===== config.mk =====
export PLATFORM = sky130hd
export DESIGN_NAME = alarm_tone_reader
export DESIGN_NICKNAME = d
export VERILOG_FILES = /design/src/rtl/alarm_pkg.sv /design/src/rtl/alarm_sync_fifo.sv /design/src/rtl/alarm_tone_reader.sv
export SDC_FILE = /design/constraint.sdc
export NUM_CORES = 1
export LEC_CHECK = 0
export CORE_MARGIN = 2
export CORE_UTILIZATION = 35
export CTS_BUF_LIST = sky130_fd_sc_hd__clkbuf_8 sky130_fd_sc_hd__clkbuf_16
export DETAILED_ROUTE_END_ITERATION = 8
export PLACE_DENSITY_LB_ADDON = 0.25
export REMOVE_ABC_BUFFERS = 1
export SYNTH_ARGS = -nofsm -noshare
export SYNTH_HDL_FRONTEND = slang
export SYNTH_SLANG_ARGS = --single-unit

===== constraint.sdc =====
create_clock -name clk -period 3.1 [get_ports clk]
set_input_delay 0.62 -clock clk [delete_from_list [all_inputs] [get_ports clk]]
set_output_delay 0.62 -clock clk [all_outputs]
set_load 0.1 [all_outputs]

===== src/rtl/alarm_pkg.sv =====
// Shared types and constants for the alarm tone sample reader.
package alarm_pkg;
  localparam int ADDR_W = 15;
  localparam int DATA_W = 32;
  localparam logic [3:0] BYTEEN_ALL = 4'hF;

  typedef enum logic [1:0] {
    IDLE  = 2'd0,
    FETCH = 2'd1,
    FLUSH = 2'd2
  } state_e;
endpackage


===== src/rtl/alarm_sync_fifo.sv =====
// Small synchronous FIFO with a synchronous flush; head word is presented
// combinationally on dout.
module alarm_sync_fifo #(
  parameter int DEPTH  = 4,
  parameter int DATA_W = 32
) (
  input  logic                       clk,
  input  logic                       reset_n,
  input  logic                       push,
  input  logic                       pop,
  input  logic                       flush,
  input  logic [DATA_W-1:0]          din,
  output logic [DATA_W-1:0]          dout,
  output logic                       empty,
  output logic                       full,
  output logic [$clog2(DEPTH+1)-1:0] count
);
  localparam int PW = $clog2(DEPTH);
  localparam int CW = $clog2(DEPTH+1);

  logic [DEPTH-1:0][DATA_W-1:0] mem;
  logic [PW-1:0]                wr_ptr, rd_ptr;
  logic [CW-1:0]                cnt;
  logic                         do_push, do_pop;

  assign do_push = push && !full;
  assign do_pop  = pop && !empty;
  assign empty   = (cnt == '0);
  assign full    = (cnt == CW'(DEPTH));
  assign count   = cnt;
  assign dout    = mem[rd_ptr];

  // Storage, pointers and occupancy; flush empties without touching storage.
  always_ff @(posedge clk or negedge reset_n) begin
    if (!reset_n) begin
      mem    <= '0;
      wr_ptr <= '0;
      rd_ptr <= '0;
      cnt    <= '0;
    end else if (flush) begin
      wr_ptr <= '0;
      rd_ptr <= '0;
      cnt    <= '0;
    end else begin
      if (do_push) begin
        mem[wr_ptr] <= din;
        wr_ptr      <= wr_ptr + PW'(1);
      end
      if (do_pop) rd_ptr <= rd_ptr + PW'(1);
      case ({do_push, do_pop})
        2'b10:   cnt <= cnt + CW'(1);
        2'b01:   cnt <= cnt - CW'(1);
        default: cnt <= cnt;
      endcase
    end
  end
endmodule


===== src/rtl/alarm_tone_reader.sv =====
// Avalon-MM read master: fetches a block of sample words from a fixed-latency
// memory and streams them out through a credit-managed FIFO, with one-shot,
// looped playback and abort.
module alarm_tone_reader #(
  parameter int ADDR_W       = alarm_pkg::ADDR_W,
  parameter int DATA_W       = alarm_pkg::DATA_W,
  parameter int READ_LATENCY = 1,
  parameter int FIFO_DEPTH   = 4
) (
  input  logic              clk,
  input  logic              reset_n,
  input  logic              start,
  input  logic [ADDR_W-1:0] base_addr,
  input  logic [ADDR_W-1:0] word_count,
  input  logic              loop,
  input  logic              abort,
  output logic              busy,
  output logic              done,
  output logic [ADDR_W-1:0] avm_address,
  output logic              avm_chipselect,
  output logic              avm_read,
  output logic [3:0]        avm_byteenable,
  input  logic [DATA_W-1:0] avm_readdata,
  output logic [DATA_W-1:0] st_data,
  output logic              st_valid,
  input  logic              st_ready
);
  import alarm_pkg::*;

  localparam int CW = $clog2(FIFO_DEPTH+1);
  localparam logic [CW-1:0] CRED_MAX = CW'(FIFO_DEPTH);

  state_e                   state_q, state_d;
  logic [ADDR_W-1:0]        base_q, count_q, idx_q;
  logic                     loop_q, issue_done_q, zero_done_q;
  logic [CW-1:0]            credits_q;
  logic [READ_LATENCY:1]    vld_pipe;
  logic                     issue, load, pop, push, fifo_flush;
  logic                     pipe_empty, finishing, fifo_empty, fifo_full;
  logic [CW-1:0]            fifo_count;

  assign pipe_empty = ~|vld_pipe;
  assign st_valid   = !fifo_empty;
  assign pop        = st_valid && st_ready;
  // Returns arriving after an abort are dropped, including in the abort cycle.
  assign push       = vld_pipe[READ_LATENCY] && (state_q == FETCH) && !abort;

  // Last cycle of a transfer: done pulses and busy drops together here.
  assign finishing = ((state_q == FETCH) && issue_done_q && pipe_empty && (fifo_count == '0)) ||
                     ((state_q == FLUSH) && pipe_empty);

  assign busy = (state_q != IDLE) && !finishing;
  assign done = zero_done_q || finishing;

  assign avm_read       = issue;
  assign avm_chipselect = issue;
  assign avm_address    = issue ? (base_q + idx_q) : '0;
  assign avm_byteenable = BYTEEN_ALL;

  // State register.
  always_ff @(posedge clk or negedge reset_n) begin
    if (!reset_n) state_q <= IDLE;
    else          state_q <= state_d;
  end

  // Next state, read issue and FIFO flush decisions.
  always_comb begin
    state_d    = state_q;
    load       = 1'b0;
    issue      = 1'b0;
    fifo_flush = 1'b0;
    unique case (state_q)
      IDLE: begin
        if (start && (word_count != '0)) begin
          load    = 1'b1;
          state_d = FETCH;
        end
      end
      FETCH: begin
        if (finishing) begin
          state_d = IDLE;
        end else if (abort) begin
          fifo_flush = 1'b1;
          state_d    = FLUSH;
        end else begin
          // fifo_full is implied by zero credits; kept as a local safety net.
          issue = (credits_q != '0) && !issue_done_q && !fifo_full;
        end
      end
      FLUSH: begin
        fifo_flush = 1'b1;
        if (finishing) state_d = IDLE;
      end
      default: state_d = IDLE;
    endcase
  end

  // Transfer descriptor and word index; index wraps to 0 after the last word.
  always_ff @(posedge clk or negedge reset_n) begin
    if (!reset_n) begin
      base_q       <= '0;
      count_q      <= '0;
      loop_q       <= 1'b0;
      idx_q        <= '0;
      issue_done_q <= 1'b0;
    end else if (load) begin
      base_q       <= base_addr;
      count_q      <= word_count;
      loop_q       <= loop;
      idx_q        <= '0;
      issue_done_q <= 1'b0;
    end else if (issue) begin
      if (idx_q == count_q - ADDR_W'(1)) begin
        idx_q <= '0;
        if (!loop_q) issue_done_q <= 1'b1;
      end else begin
        idx_q <= idx_q + ADDR_W'(1);
      end
    end
  end

  // Zero-length start completes immediately with a one-cycle done.
  always_ff @(posedge clk or negedge reset_n) begin
    if (!reset_n) zero_done_q <= 1'b0;
    else          zero_done_q <= (state_q == IDLE) && start && (word_count == '0);
  end

  // Credits = free FIFO slots not yet claimed by an in-flight read.
  always_ff @(posedge clk or negedge reset_n) begin
    if (!reset_n) begin
      credits_q <= CRED_MAX;
    end else if (state_q != FETCH) begin
      credits_q <= CRED_MAX;
    end else begin
      case ({issue, pop})
        2'b10:   credits_q <= credits_q - CW'(1);
        2'b01:   credits_q <= credits_q + CW'(1);
        default: credits_q <= credits_q;
      endcase
    end
  end

  // Read-latency valid pipeline: stage READ_LATENCY marks readdata capture.
  always_ff @(posedge clk or negedge reset_n) begin
    if (!reset_n) begin
      vld_pipe <= '0;
    end else begin
      vld_pipe[1] <= issue;
      for (int k = 2; k <= READ_LATENCY; k++) vld_pipe[k] <= vld_pipe[k-1];
    end
  end

  alarm_sync_fifo #(
    .DEPTH  (FIFO_DEPTH),
    .DATA_W (DATA_W)
  ) u_fifo (
    .clk     (clk),
    .reset_n (reset_n),
    .push    (push),
    .pop     (pop),
    .flush   (fifo_flush),
    .din     (avm_readdata),
    .dout    (st_data),
    .empty   (fifo_empty),
    .full    (fifo_full),
    .count   (fifo_count)
  );
endmodule


# --- Word-level counts from Yosys, hierarchy flattened ---
# Cells that the tools add are included.
word_totals:
  regBits: 189
classes:
  add_sub_neg: 9
  magnitude_cmp: 3
  n_eq_ne: 13
  n_mux: 34
  bitwise_logic: 1
  n_reduce_logical: 39
ops:
  columns: ["op", "n"]
  rows:
  - ["bitwise mux 128 bit", 1]
  - ["binary-select mux 32 bit (select 2 bit)", 1]
  - ["demux 32 bit (select 2 bit)", 1]
  - ["two-way mux 32 bit", 2]
  - ["two-way mux 15 bit", 4]
  - ["logical AND 1 bit", 16]
  - ["two-way mux 2 bit", 8]
  - ["adder 15 x 1 -> 15 bit, second input constant", 1]
  - ["adder 15 bit", 1]
  - ["== test 15 bit", 1]
  - ["zero test 15 bit", 1]
  - ["nonzero test 15 bit", 1]
  - ["subtractor 15 x 1 -> 15 bit, second input constant", 1]
  - ["case mux 3 bit (2 select lines)", 2]
  - ["two-way mux 1 bit", 11]
  - ["nonzero test 2 bit", 5]
  - ["nonzero test 3 bit", 3]
  - ["adder 3 x 1 -> 3 bit, second input constant", 2]
  - ["== test 2 x 1 -> 1 bit, second input constant", 3]
  - ["== test 2 bit, second input constant", 3]
  - ["zero test 1 bit", 6]
  - ["less-than comparator 2 x 3 -> 1 bit, second input constant", 2]
  - ["two-way mux 3 bit", 2]
  - ["case mux 2 bit (3 select lines)", 1]
  - ["14 further kinds", 20]

# --- Longest topological paths before layout ---
# Gate-level depths: netlist of run 1.
logic_depth:
  word_depth: 10
  ltp_mapped: 11
  mapped_depth_nobuf: 9

# --- Cells and area by module ---
# From an unflattened synthesis of run 1, not the netlist that was laid out.
hier_totals:
  hier_cells: 848
  hier_area_um2: 10652.7
by_module_without_submodules:
  columns: ["mod", "n_inst", "cells_per_inst", "area_each_um2", "seq_area_each_um2"]
  rows:
  - ["alarm_sync_fifo", 1, 375, 6731.5, 3378.2]
  - ["alarm_tone_reader", 1, 473, 3921.3, 1352.5]

# --- Worst setup path before layout of run 1 ---
# OpenSTA, ideal clock, no wires.
synth_path:
  kind: "reg2out"
  start: "register idx_q[0]"
  end: "output port avm_address[14]"
  t_arrival_ps: 4197
  required_ps: 2480
  setup_slack_ps: -1717
  stages_incl_launch_ff: 9
  n_path_buf: 0
  cell_sequence: "dfrtp_1 > ha_1 > fa_1 > a211oi_1 > o21ai_0 > a211oi_1 > o21ai_0 > nand3_1 > nor3b_1"
synth_via:
  elab_chain_len: 2
synth_rtl:
  columns: ["item", "line", "text"]
  rows:
  - ["start, declared", "alarm_tone_reader.sv:34", "logic [ADDR_W-1:0] base_q, count_q, idx_q;"]
  - ["start signal, assigned", "alarm_tone_reader.sv:117", "idx_q <= idx_q + ADDR_W'(1);"]
  - ["adder 15 bit", "alarm_tone_reader.sv:57", "assign avm_address = issue ? (base_q + idx_q) : '0;"]
  - ["two-way mux 15 bit", "alarm_tone_reader.sv:57", null]
  - ["end, declared", "alarm_tone_reader.sv:19", "output logic [ADDR_W-1:0] avm_address,"]
# Every way passes these cells.

# --- Worst setup path in the final report of run 1 ---
layout_path:
  start: "register idx_q[0]"
  end: "output port avm_address[10]"
# The elaborated chain is that of the path after synthesis.

==> metrics.txt, run 1 <==
CTS tree done; failing checks negative setup slack; ys async rst share 100%; Synth-to-Final Area Change 34.6%; H-tree Lvls 4; Die Y 170 µm; most frequent cell after synthesis dfrtp_1; ys flop type dfrtp_1; WL final 22600 µm; nets 1073; number of global-route vias before repair 7050; GP Congestion 0.818; die area 29100 µm²; CP Class flip-flop to output pin; fin worst setup slack -0.389 ns; # fillers 2431; Avg Cell Area, Syn 11.8 µm²; synthesized cell area 9700 µm²; CTS root buffer clkbuf_16; Mapped Cells 825; Design Power 11400 µW; crit-path max FO 2; worst skew pair latency 0.43 ns; Power per Cell Area 871 nW/µm²; status complete, but fails checks; cell taking the most area after synthesis dfrtp_1; multi-input logic area 4920 µm²; DRT Pass-1 Iters 4; core area 27100 µm²; Seq. cell area 4740 µm²; remaining antenna violation count 0; drt via density 5.06; Post-synth EDFFs 0; fin util 48.2%; largest net degree at the start of global routing 66; DRT iter0 DRCs 480; Leak 0.00593 µW; critical path data arrival time 2.87 ns; Die X 170 µm; Hold WS 0.169 ns; Max transition margin 49.3%; gr ovfl total 0; DP HPWL 15100 µm; Worst Max-Slew Pin Slew 0.757 ns; Max Buffers Root-to-Sink 2; largest cells by area after synthesis dfrtp_1 (49%), mux2_2 (15%), mux4_2 (7.4%), nand2_1 (4.3%), ha_1 (3.1%); sequential area share after synthesis 48.8%; Crit. End Element output pin; DP Worst Slack -0.167 ns; max-cap viol count 0; period utilisation layout 113%; Slew Limit Fails 0; first-pass GRT wire length 36900 µm; TNS Setup -1.72 ns; share of cells above drive strength 1 36.6%; count of final setup violators 9; io pins 124; Wirelength per Cell 16.6 µm; top cell type's share of synthesized area 48.5%; Netlist cell types 58; initial antenna violation count 0; Initial Util 35.8%; ANT cells 0; # clock sinks 189; fmax 0.287 GHz; fin crit period 3.49 ns; clock skew 0.0108 ns; via count 6895; Worst-path clk slew 0.08 ns; Crit path required time 2.48 ns; PortBufs 119; RSZ-0062 raised after global routing yes; Tightest Hold Check Type input pin to async pin; CTS buffer count 17; Hold Buf Count CTS 0; yosys warns 0; final hold violations 0; critical path startpoint category flip-flop; top cells by count, synth dfrtp_1 (188), mux2_2 (129), nand2_1 (112), nor2_1 (36), o21ai_0 (33); #FFs+latches synth 189; DRC 0; maximum VDD drop 0.000639 V; row count 60; GRT Overall Usage 16.2%
power breakdown:
part | internal (µW) | total [µW] | switching, µW
sequential | 3000 | 3410 | 408
combinational | 2370 | 5720 | 3350
clock | 1100 | 2240 | 1140
total | 6470 | 11400 | 4900
sequential cells by signal, summed over array words and instances, names as in the netlist:
name           cells
base_q            15
count_q           15
credits_q          3
idx_q             15
issue_done_q       1
loop_q             1
state_q            2
u_fifo.count       3
u_fifo.mem       128
u_fifo.rd_ptr      2
u_fifo.wr_ptr      2
vld_pipe           1
zero_done_q        1
critical path, stage by stage, from the launching register on:
cell and delay, ns:
dfrtp_1 0.40, ha_2 0.21, fa_2 0.35, a211oi_2 0.24, o21ai_2 0.09, a211oi_2 0.21, buf_4 0.16, o21bai_2 0.08
a21oi_2 0.18, mux2i_2 0.28, clkbuf_16 0.24
area by class of cell:
type,instances,area share (%)
timing repair buffer,180,17.2
tap,372,3.56
clock buffer,17,3.26
clock inverter,15,1.49
sequential,189,36.3
multi-input combinational,573,37.7
inverter,17,0.517
logic make-up after synthesis:
group | count (synthesis) | share of synthesized area, %
fa+ha+maj | 27 | 3.72
xor+xnor | 29 | 2.62
mux | 167 | 23.0
simple gates | 246 | 12.0
buf+inv | 66 | 2.92
other cells | 1 | 0.0387
flops | 189 | 48.8
compound gates | 100 | 6.88
worst paths after layout:
kind	startpoint	end	slack, ns	depth (start not counted)
max	idx_q[0]$_DFFE_PN0P_	avm_address[10]	-0.39	10
min	reset_n	u_fifo.mem[50]$_DFFE_PN0P_	0.17	1
max reg2reg	u_fifo.count[2]$_DFFE_PN0P_	credits_q[2]$_DFFE_PN1P_	0.02	13
min reg2reg	base_q[7]$_DFFE_PN0P_	base_q[7]$_DFFE_PN0P_	0.49	2
max in group asynchronous	reset_n	u_fifo.count[0]$_DFFE_PN0P_	2.15	2
min in group clk	base_q[7]$_DFFE_PN0P_	base_q[7]$_DFFE_PN0P_	0.49	2
metal layers:
layer / vias to the layer above / global-route usage [%] / wire length [µm]
met1: 3472 / 21.7 / 10500
li1: 3271 / - / -
met2: 133 / 27.1 / 11100
met5: - / 0 / 0
met4: 0 / 3.72 / 253
met3: 19 / 3.14 / 757
layout by cell type, fill, tap and decap left out, types with 6 or more instances in the layout:
| cell type | count |
|---|---|
| dfrtp_1 | 184 |
| mux2_2 | 129 |
| nand2_1 | 112 |
| clkdlybuf4s50_1 | 65 |
| buf_12 | 54 |
| buf_4 | 50 |
| mux4_2 | 32 |
| o21ai_0 | 31 |
| nor2_1 | 30 |
| nand3_1 | 24 |
| xnor2_1 | 22 |
| clkbuf_16 | 18 |
| ha_1 | 17 |
| inv_1 | 14 |
| nor3_1 | 12 |
| a211oi_1 | 12 |
| a21oi_1 | 11 |
| a21o_1 | 8 |
| a211oi_2 | 7 |
| xor2_1 | 7 |
| nor4_1 | 7 |
| clkinv_8 | 7 |
| buf_6 | 7 |
| or4_1 | 6 |
| nand4_1 | 6 |
| nand2b_1 | 6 |
| and3_1 | 6 |
what timing repair did:
action	in CTS	in global routing
gates resized for setup	33	34
buffers inserted	4	8
pin swaps	10	9
setup endpoints to repair	15	13
through the flow:
step                      instance area, µm²  cells
after floorplan                         9490    779
after global placement                 12100   1319
after detailed placement               12100   1319
after CTS                              12900   1355
after global routing                   13100   1363
final                                  13100   1363
No activity file was read; power rests on OpenSTA's default activity.
==> run 2: changes to the inputs <==
==> constraint.sdc (replaced) <==
create_clock -name clk -period 4.5 [get_ports clk]
set_input_delay 0.9 -clock clk [delete_from_list [all_inputs] [get_ports clk]]
set_output_delay 0.9 -clock clk [all_outputs]
set_load 0.1 [all_outputs]
==> run 2 against run 1 <==
The flow now finishes without violations. Total power is 36% lower. Critical path depth is 1 lower. Utilization is 3.7 points lower. Non-clock buffer count is 41 lower. Hold slack better by 0.32 ns. First-iteration DRC count is 14% lower.
==> metrics.txt, run 2 (synthesis results as in run 1) <==
Synth-to-Final Area Change 24.3%; Wirelength per Cell 16.7 µm; Slew Limit Fails 0; initial antenna violation count 0; drt via density 5.03; WL final 22100 µm; Hold WS 0.488 ns; clock skew 0.0116 ns; period utilisation layout 93.1%; nets 1032; crit-path max FO 7; # placed instances 1290; Hold Buf Count CTS 0; die area 29100 µm²; count of final setup violators 0; Die X 170 µm; Initial Util 35.8%; CTS tree done; TNS Setup 0 ns; fin util 44.5%; worst skew pair latency 0.43 ns; fin worst setup slack 0.309 ns; max-cap viol count 0; Crit. End Element output pin; critical path data arrival time 3.29 ns; DRT Pass-1 Iters 4; H-tree Lvls 4; CTS buffer count 17; Max Buffers Root-to-Sink 2; # fillers 2484; ANT cells 0; commonest non-fill, non-tap cell in the layout dfrtp_1; remaining antenna violation count 0; Crit path required time 3.60 ns; gr ovfl total 0; # clock sinks 189; final hold violations 0; Tightest Hold Check Type flip-flop to flip-flop; GRT Overall Usage 15.7%; Max transition margin 35.3%; multi-input logic area 4700 µm²; critical path startpoint category flip-flop; via count 6648; number of global-route vias before repair 6729; DRT iter0 DRCs 414; CP Class flip-flop to output pin; CTS root buffer clkbuf_16; fmax 0.239 GHz; DP HPWL 14900 µm; row count 60; maximum VDD drop 0.000399 V; share of cells above drive strength 1 29.2%; Leak 0.00561 µW; io pins 124; count of non-filler cells in the finished layout 1322; max reg flops 128; commonest cells after routing, fill and taps aside dfrtp_1 (187), mux2_2 (129), nand2_1 (112); Worst-path clk slew 0.07 ns; Seq. cell area 4730 µm²; fin crit period 4.19 ns; GP Congestion 0.808; core area 27100 µm²; Reg with most FFs u_fifo.mem; largest net degree at the start of global routing 89; status complete, no violations; Worst Max-Slew Pin Slew 0.967 ns; DRC 0; first-pass GRT wire length 35700 µm; Die Y 170 µm; Power per Cell Area 607 nW/µm²; DP Worst Slack 0.524 ns; PortBufs 119; RSZ-0062 raised after global routing no
## run 2: changes by cell type in the layout (fill, tap and decap cells not counted), moves of 4 or more
cell      before  now
a211oi_2       7    2
nor2_2         4    0
a21oi_1       11   15
ha_4           4    0
clkinv_8       7    2
nor2_1        30   36
ha_1          17   24
buf_6          7    0
buf_12        54   18
a211oi_1      12   17
## run 2: where the power goes
group          switching, µW  leakage, µW  total (µW)  internal [µW]
sequential               343      0.00254        2410           2070
combinational           2080      0.00275        3260           1180
clock                    733     0.000313        1640            909
total                   3160      0.00561        7310           4160
## run 2: worst paths after layout
path | startpoint | to | slack, ns | depth (start not counted)
worst max-delay path | idx_q[0]$_DFFE_PN0P_ | avm_address[10] | 0.31 | 9
worst min-delay path | base_q[12]$_DFFE_PN0P_ | base_q[12]$_DFFE_PN0P_ | 0.49 | 2
worst max register to register | count_q[0]$_DFFE_PN0P_ | idx_q[0]$_DFFE_PN0P_ | 1.11 | 8
worst min register to register | base_q[12]$_DFFE_PN0P_ | base_q[12]$_DFFE_PN0P_ | 0.49 | 2
max in group asynchronous | reset_n | credits_q[2]$_DFFE_PN1P_ | 2.96 | 2
min in group asynchronous | reset_n | u_fifo.mem[22]$_DFFE_PN0P_ | 0.52 | 1
## run 2: area by class of cell
cell class | count | area share, %
multi-input combinational | 573 | 39.0
timing repair buffer | 139 | 12.0
clock buffer | 17 | 3.53
clock inverter | 15 | 1.84
sequential | 189 | 39.2
inverter | 17 | 0.529
tap | 372 | 3.86
## run 2: timing repair
action / 4_1_cts / 5_1_grt
resized for setup: 0 / 1
endpoints found under the setup margin: 0 / 2
buffers inserted: 0 / 0
## run 2: per-layer routing
layer,wire length [µm],track usage [%]
met1,10500,21.2
met2,10500,25.9
met3,823,2.81
met4,366,4.61
met5,0,0
## run 2: critical path: stages (launching register included)
cell	delay, ns
dfrtp_1	0.46
ha_1	0.24
fa_1	0.42
a211oi_1	0.31
o21ai_0	0.21
a211oi_2	0.34
o21bai_1	0.16
a21oi_1	0.20
mux2i_1	0.31
buf_12	0.21
## run 2: stage by stage
stage	power [µW]	cell area (µm²)
final	7310	12100
after global routing	7740	12100
after CTS	7410	12100
after detailed placement	5740	11400
after global placement	5710	11400
after floorplan	4810	9490
==> run 3: changes to the inputs <==
--- a/config.mk
+++ b/config.mk
@@ -6,10 +6,11 @@
 export NUM_CORES = 1
 export LEC_CHECK = 0
 export CORE_MARGIN = 2
-export CORE_UTILIZATION = 35
+export CORE_UTILIZATION = 50
 export CTS_BUF_LIST = sky130_fd_sc_hd__clkbuf_8 sky130_fd_sc_hd__clkbuf_16
 export DETAILED_ROUTE_END_ITERATION = 8
 export PLACE_DENSITY_LB_ADDON = 0.25
+export RECOVER_POWER = 25
 export REMOVE_ABC_BUFFERS = 1
 export SYNTH_ARGS = -nofsm -noshare
 export SYNTH_HDL_FRONTEND = slang
==> run 3 against run 2 <==
The run now ends with max-capacitance violations, max-slew violations left. Sequential power about the same. Global-route usage is 5.4 points higher. Combinational power barely moved. Non-clock buffer count is 2 lower. Count of clock-buffer cells in the layout grew 1. Hold slack hardly changed. Register-to-register slack lost 0.04 ns. Total power down 2.1%. Critical path depth stayed put. First-iteration DRC count decreased by 19%. Die area shrank 29%. Cell count down 8.7%.
==> metrics.txt, run 3 (synthesis results as in run 1) <==
worst skew pair latency 0.43 ns; Crit path required time 3.60 ns; clock skew 0.0108 ns; gr ovfl total 0; Reg2Reg Depth 8; maximum VDD drop 0.000335 V; Crit. End Element output pin; Wirelength per Cell 16.9 µm; critical path startpoint category flip-flop; worst reg-to-reg setup slack 1.07 ns; drt via density 5.51; share of cells above drive strength 1 28.7%; r2r startpoint count_q[0]$_DFFE_PN0P_; max-cap viol count 1; commonest non-fill, non-tap cell in the layout dfrtp_1; io pins 124; number of global-route vias before repair 6834; FF-to-FF End idx_q[1]$_DFFE_PN0P_; Die X 143 µm; Seq. cell area 4730 µm²; GP Congestion 0.808; multi-input logic area 4700 µm²; # clock sinks 189; Worst Hold Path Cells 2; ANT cells 0; hold_sp base_q[6]$_DFFE_PN0P_; Hold Buf Count CTS 0; largest net degree at the start of global routing 81; count of final setup violators 0; Initial Util 51.3%; CTS resizes 0; status complete, but fails checks; Synth-to-Final Area Change 22.0%; Leak 0.00557 µW; Max transition margin -29.6%; WL final 20400 µm; row count 50; period utilisation layout 95.5%; GRT Overall Usage 21.1%; Slew Limit Fails 79; fin crit period 4.30 ns; RSZ-0062 raised after global routing no; Worst Max-Slew Pin Slew 1.94 ns; die area 20500 µm²; final hold violations 0; CP Class flip-flop to output pin; Max Buffers Root-to-Sink 2; commonest cells after routing, fill and taps aside dfrtp_1 (187), mux2_2 (129), nand2_1 (112); CTS tree done; core area 18900 µm²; DRC 0; Power per Cell Area 605 nW/µm²; first-pass GRT wire length 34100 µm; H-tree Lvls 4; crit-path max FO 7; failing checks max-capacitance violations, max-slew violations; via count 6646; fmax 0.233 GHz; DRT Pass-1 Iters 4; area post-placement 11200 µm²; Post-CTS Setup Repair Bufs 0; critical path data arrival time 3.40 ns; Die Y 143 µm; # fillers 1521; nets 1030; DRT iter0 DRCs 336; Finished Cell Area 11800 µm²; DP HPWL 13800 µm; CTS root buffer clkbuf_16; max reg flops 128; Worst-path clk slew 0.07 ns; Reg with most FFs u_fifo.mem; Worst Hold End base_q[6]$_DFFE_PN0P_; Tightest Hold Check Type flip-flop to flip-flop; CTS buffer count 17; remaining antenna violation count 0; PortBufs 119; initial antenna violation count 0; Hold WS 0.488 ns
==> run 3: changes by cell type in the layout (fill, tap and decap cells not counted), sizes merged <==
cell	before	now
clkbuf	18	19
inv	24	25
buf	70	68
clkinv	4	2
bufinv	3	2
==> run 3: report_power, final <==
group / internal (µW) / total (µW) / switching [µW] / leakage [µW]
sequential: 2070 / 2420 / 347 / 0.00254
clock: 845 / 1510 / 666 / 0.000293
combinational: 1170 / 3230 / 2060 / 0.00274
==> run 3: per-layer routing <==
metal | track usage, % | share of wire (%)
met1 | 27.7 | 44
met2 | 36.2 | 51
met3 | 4.09 | 4.1
met4 | 5.21 | 0.97
met5 | 0 | 0
==> run 3: worst max-delay path: stages, from the launching register on <==
cell,delay [ns]
dfrtp_1,0.46
ha_1,0.25
fa_1,0.42
a211oi_1,0.30
o21ai_0,0.20
a211oi_1,0.42
o21ai_0,0.20
nand3_1,0.11
nor3b_1,0.40
buf_12,0.24
==> run 3: worst max path at each step <==
stage	startpoint	end	slack [ns]	cells past startpoint
finish	idx_q[0]$_DFFE_PN0P_	avm_address[14]	0.20	9
global placement	abort	avm_chipselect	0.51	7
floorplan	abort	avm_address[8]	-1.72	6
CTS	idx_q[0]$_DFFE_PN0P_	avm_address[14]	0.20	9
global route	idx_q[0]$_DFFE_PN0P_	avm_address[14]	0.06	9
detailed placement	abort	avm_read	0.52	7
==> run 3: through the flow <==
step                      utilization (%)  total power [µW]  cells  worst slack (ns)  setup TNS, ns
after detailed placement             59.5              5700   1176             0.518              0
after floorplan                         -              4810    779             -1.72          -7.21
after global routing                 62.6              7580   1207            0.0567              0
final                                62.6              7160   1207             0.204              0
after CTS                            62.7              7240   1207             0.201              0
after global placement               59.5              5650   1176             0.510              0
==> run 3: cell type report <==
type	count	area share (%)
Sequential cell	189	40.0
Multi-Input combinational cell	573	39.7
Timing Repair Buffer	137	12.0
Clock buffer	18	3.71
Tap cell	260	2.75
Clock inverter	13	1.28
Inverter	17	0.539
